## src/rtl/fetch_decode_queue.sv

```systemverilog
// fetch_decode_queue
//
// Instruction queue between the fetch and decode stages. Each fetched
// instruction is stored with its PC+8 value in a small circular FIFO, and the
// oldest entry is presented to decode. Fetch stalls only when the queue is
// full. A flush (taken branch / PC redirect) empties the queue so wrong-path
// instructions never reach decode.
//
// Optional feature: define FDQ_BYPASS_EN to let an instruction arriving at an
// empty queue appear on the decode outputs in the same cycle. If decode takes
// it in that cycle, it is never written into storage.
//
// Parameters
//   N      instruction / address width
//   DEPTH  number of entries (power of 2, >= 2)
//
// Ports
//   clk       in   rising-edge clock
//   rst       in   asynchronous active-low reset (0 = reset)
//   InstrF    in   instruction word from instruction memory
//   PCPlus8F  in   PC+8 value belonging to InstrF
//   ValidF    in   InstrF/PCPlus8F valid this cycle
//   ReadyF    out  queue can accept (fetch stalls when low)
//   FlushD    in   discard every entry, including a same-cycle push
//   InstrD    out  head instruction (0 when not valid)
//   PCPlus8D  out  head PC+8 (0 when not valid)
//   ValidD    out  InstrD/PCPlus8D valid
//   ReadyD    in   decode accepts the head this cycle
//   CountQ    out  current occupancy
module fetch_decode_queue #(
    parameter int N     = 32,
    parameter int DEPTH = 4
) (
    input  logic                     clk,
    input  logic                     rst,
    input  logic [N-1:0]             InstrF,
    input  logic [N-1:0]             PCPlus8F,
    input  logic                     ValidF,
    output logic                     ReadyF,
    input  logic                     FlushD,
    output logic [N-1:0]             InstrD,
    output logic [N-1:0]             PCPlus8D,
    output logic                     ValidD,
    input  logic                     ReadyD,
    output logic [$clog2(DEPTH):0]   CountQ
);

    localparam int PW = $clog2(DEPTH);
    localparam int CW = PW + 1;
    localparam logic [CW-1:0] FULL_C  = CW'(DEPTH);
    localparam logic [CW-1:0] CNT_ONE = CW'(1);
    localparam logic [PW-1:0] PTR_ONE = PW'(1);

    // Storage is never reset: an entry is only read after it has been written.
    logic [N-1:0]  instr_mem_q [DEPTH];
    logic [N-1:0]  pc_mem_q    [DEPTH];

    logic [PW-1:0] rd_ptr_q, rd_ptr_d;
    logic [PW-1:0] wr_ptr_q, wr_ptr_d;
    logic [CW-1:0] count_q,  count_d;

    logic not_empty;
    logic bypass_act;
    logic push;
    logic pop;

    assign not_empty = (count_q != '0);

    // Registered count only, so there is no combinational path ReadyD -> ReadyF.
    assign ReadyF = (count_q != FULL_C);

`ifdef FDQ_BYPASS_EN
    assign bypass_act = !not_empty && ValidF && !FlushD;
`else
    assign bypass_act = 1'b0;
`endif

    // A bypassed instruction taken by decode in the same cycle is not stored.
    assign push = ValidF && ReadyF && !(bypass_act && ReadyD);
    assign pop  = not_empty && ReadyD;

    always_comb begin
        rd_ptr_d = rd_ptr_q;
        wr_ptr_d = wr_ptr_q;
        count_d  = count_q;
        if (FlushD) begin
            // Flush wins over any push or pop in the same cycle.
            rd_ptr_d = '0;
            wr_ptr_d = '0;
            count_d  = '0;
        end else begin
            if (push) begin
                wr_ptr_d = wr_ptr_q + PTR_ONE;
            end
            if (pop) begin
                rd_ptr_d = rd_ptr_q + PTR_ONE;
            end
            if (push && !pop) begin
                count_d = count_q + CNT_ONE;
            end else if (pop && !push) begin
                count_d = count_q - CNT_ONE;
            end
        end
    end

    always_ff @(posedge clk or negedge rst) begin
        if (!rst) begin
            rd_ptr_q <= '0;
            wr_ptr_q <= '0;
            count_q  <= '0;
        end else begin
            rd_ptr_q <= rd_ptr_d;
            wr_ptr_q <= wr_ptr_d;
            count_q  <= count_d;
        end
    end

    always_ff @(posedge clk) begin
        if (push && !FlushD) begin
            instr_mem_q[wr_ptr_q] <= InstrF;
            pc_mem_q[wr_ptr_q]    <= PCPlus8F;
        end
    end

    // Outputs are driven to zero (NOP) whenever nothing valid is presented.
    always_comb begin
        ValidD   = 1'b0;
        InstrD   = '0;
        PCPlus8D = '0;
        if (not_empty) begin
            ValidD   = 1'b1;
            InstrD   = instr_mem_q[rd_ptr_q];
            PCPlus8D = pc_mem_q[rd_ptr_q];
        end else if (bypass_act) begin
            ValidD   = 1'b1;
            InstrD   = InstrF;
            PCPlus8D = PCPlus8F;
        end
    end

    assign CountQ = count_q;

endmodule

```

## config.mk

```make
export PLATFORM = sky130hd
export DESIGN_NAME = fetch_decode_queue
export DESIGN_NICKNAME = d
export VERILOG_FILES = /design/src/rtl/fetch_decode_queue.sv
export SDC_FILE = /design/constraint.sdc
export NUM_CORES = 1
export LEC_CHECK = 0
export CORE_MARGIN = 3
export CORE_UTILIZATION = 56
export CTS_CLUSTER_DIAMETER = 60
export DETAILED_ROUTE_END_ITERATION = 8
export GPL_TIMING_DRIVEN = 0
export PLACE_DENSITY = 0.78
export SLEW_MARGIN = 20
export SYNTH_ARGS = -nofsm -noshare
export SYNTH_HDL_FRONTEND = slang
export SYNTH_SLANG_ARGS = --single-unit
```

## constraint.sdc

```tcl
create_clock -name clk -period 5.6 [get_ports clk]
set_input_delay 1.12 -clock clk [delete_from_list [all_inputs] [get_ports clk]]
set_output_delay 1.12 -clock clk [all_outputs]
set_load 0.1 [all_outputs]
```

==> reports/results.tsv <==
metric	value	unit
outcome	finished clean	
hold_class	reg -> reg	
crit_arrival	3.31	ns
start_kind	flip-flop	
grt_pass1_wl	30950	um
final.period_utilization	79.17	%
initial_core_util	58.18	%
overflow	0	
crit_top_cell	clkbuf_2	
clk_pin_slew	0.06	ns
critPathRequiredTime	4.48	ns
boundaryPins	138	
worstSetupEndpointType	output pin	
critPathMaxFanout	10	
cts_resized	0	
ys_seq_elements	263	
cts_inserted_buffers	27	
worst_clock_skew	0.008822	ns
root_buffer	clkbuf_16	
crit_family	buffers and inverters	
dr.pass1.iters	6	
yosysWarnings	0	
syn_inst	467	
htreeDepth	1	
synth_cell_types	30	
diodes	0	
final_common_cell	edfxtp_1	
worst_slew_pin_slew	1.069	ns
first_iter_violations	335	
num_vias	5053	
clockBufferDepth	3	
seq_area	7863	um2
track_usage	20.03	%
vias_per_cell	5.755	
die_w	141.0	um
coreArea	17540	um2
relSlewSlack	28.53	%
grt_max_degree	36	
routed_wl	18990	um
finalHoldViolations	0	
die-area	19870	um2
antenna_left	0	
layout_common_cells	256 x edfxtp_1, 134 x clkdlybuf4s50_1, 64 x mux4_2, 64 x and2_1, 27 x clkbuf_16	
cts.sinks	263	
layout-drive-gt1-share	20.52	%
dp_hpwl	11740	um
yosysTopAreaCellShare	75.35	%
crit_buf_inv	4	
insertion_delay	0.52	ns
place_congestion	0.7430	
crit_type	reg -> out	
drc	0	
fin_nets	708	
synth_area	10200	um2
wl_per_cell	21.63	um
postCtsSetupRepairBufs	0	
drv_slew	0	
io_buffers	134	
ys_seq_area_share	77.07	%
min_period	4.433	ns
setup_violations	0	
fp.dieH	141.0	um
avgSynthCellArea	21.85	um2
cts_tree	built	
multiInputGateArea	2172	um2
antenna_found_initial	1	
fillers	1045	
ys_top_cells_by_area	edfxtp_1 75%, mux4_2 14%, and2_1 4.2%, dfrtp_1 1.7%, buf_6 0.55%	
max_stage_delay	1.14	ns
slowest_stage	clkdlybuf4s50_1	
syn_to_final_growth	25.20	%
drv_cap	0	
num_rows	48	
setup-tns-final	0	ns
crit_chain	clkbuf_2 > nor2_1 > nand2_1 > clkbuf_2 > clkbuf_1 > and2_1 > clkdlybuf4s50_1	
grt_pass1_vias	5538	
postSynthNetCount	541	
max_freq	225.6	MHz
rsz0062_at_grt	no	
synth_area_leader_cell	edfxtp_1	
hold_buffers	0	
[per-layer routing]
layer / global-route usage (%) / share of wire, % / vias up
met5: 0 / 0.068 / -
met4: 4.895 / 1.9 / 2
met3: 4.681 / 6.3 / 34
met2: 33.01 / 51 / 158
met1: 27.72 / 41 / 2631
li1: - / - / 2228
[registers in the layout, indices dropped and copies added (netlist names)]
name and cells:
wr_ptr_q 2, CountQ 3, rd_ptr_q 2, pc_mem_q 128, instr_mem_q 128
[worst paths after layout]
path                                              start  cells past startpoint  slack [ns]                 endpoint
worst min register to register  wr_ptr_q[1]$_DFFE_PN0P_                      2        0.62  wr_ptr_q[1]$_DFFE_PN0P_
worst max register to register    CountQ[1]$_DFFE_PN0P_                      7        3.11    CountQ[2]$_DFFE_PN0P_
min in group asynchronous                           rst                      1        0.88    CountQ[0]$_DFFE_PN0P_
worst min-delay path            wr_ptr_q[1]$_DFFE_PN0P_                      2        0.62  wr_ptr_q[1]$_DFFE_PN0P_
max in group asynchronous                           rst                      1        4.45    CountQ[2]$_DFFE_PN0P_
worst max-delay path              CountQ[1]$_DFFE_PN0P_                      7        1.17               InstrD[14]
[per-stage QoR]
step	hold WS (ns)	area (um2)	cells	setup slack (ns)	utilization, %
2_1_floorplan	0.5573	10200	467	1.263	-
3_3_place_gp	0.5768	11830	826	0.7052	67.43
3_5_place_dp	0.5944	11920	830	1.709	67.94
4_1_cts	0.6028	12770	878	1.111	72.84
5_1_grt	0.6411	12770	878	1.000	72.84
6_report	0.6196	12770	878	1.167	72.84
[area by class of cell]
class,count,share of cell area [%]
flip-flops and latches,263,61.55
inverters,7,0.2057
clock inverters,17,1.313
multi-input cells,171,17.00
plain buffers,26,1.185
clock buffers,31,5.407
repair buffers,138,11.13
well taps,225,2.204
[cell families (layout without fill, tap and decap cells)]
kind of cell    Yosys count  in the layout  synth area share (%)
flops                   263            263                 77.07
simple gates             83             83                 4.857
mux                      67             67                 14.45
buf+inv                  33            219                 1.741
compound gates           14             14                 1.030
fa+ha+maj                 5              5                0.6868
xor+xnor                  2              2                0.1717
[Yosys cell counts (all sizes together)]
cell type,number
nand3,2
and3,1
nor3b,1
a21oi,2
ha,4
a31o,1
a221oi,1
nand3b,1
dfrtp,7
nor2,8
and2,68
edfxtp,256
buf,16
o21ai,3
mux4,64
inv,7
xor2,2
mux2i,1
o31ai,2
o311ai,1
o311a,1
nor3,1
a211oi,1
o21a,2
mux2,2
nand2,1
fa,1
clkbuf,10
[tightest hold or removal path, stage by stage (launching register included)]
cell	delay [ns]
dfrtp_1	0.41
o21ai_0	0.09
a21oi_1	0.07
Power is not shown: default switching activity piles up to over one toggle a cycle in this logic, so the estimate is an artifact.
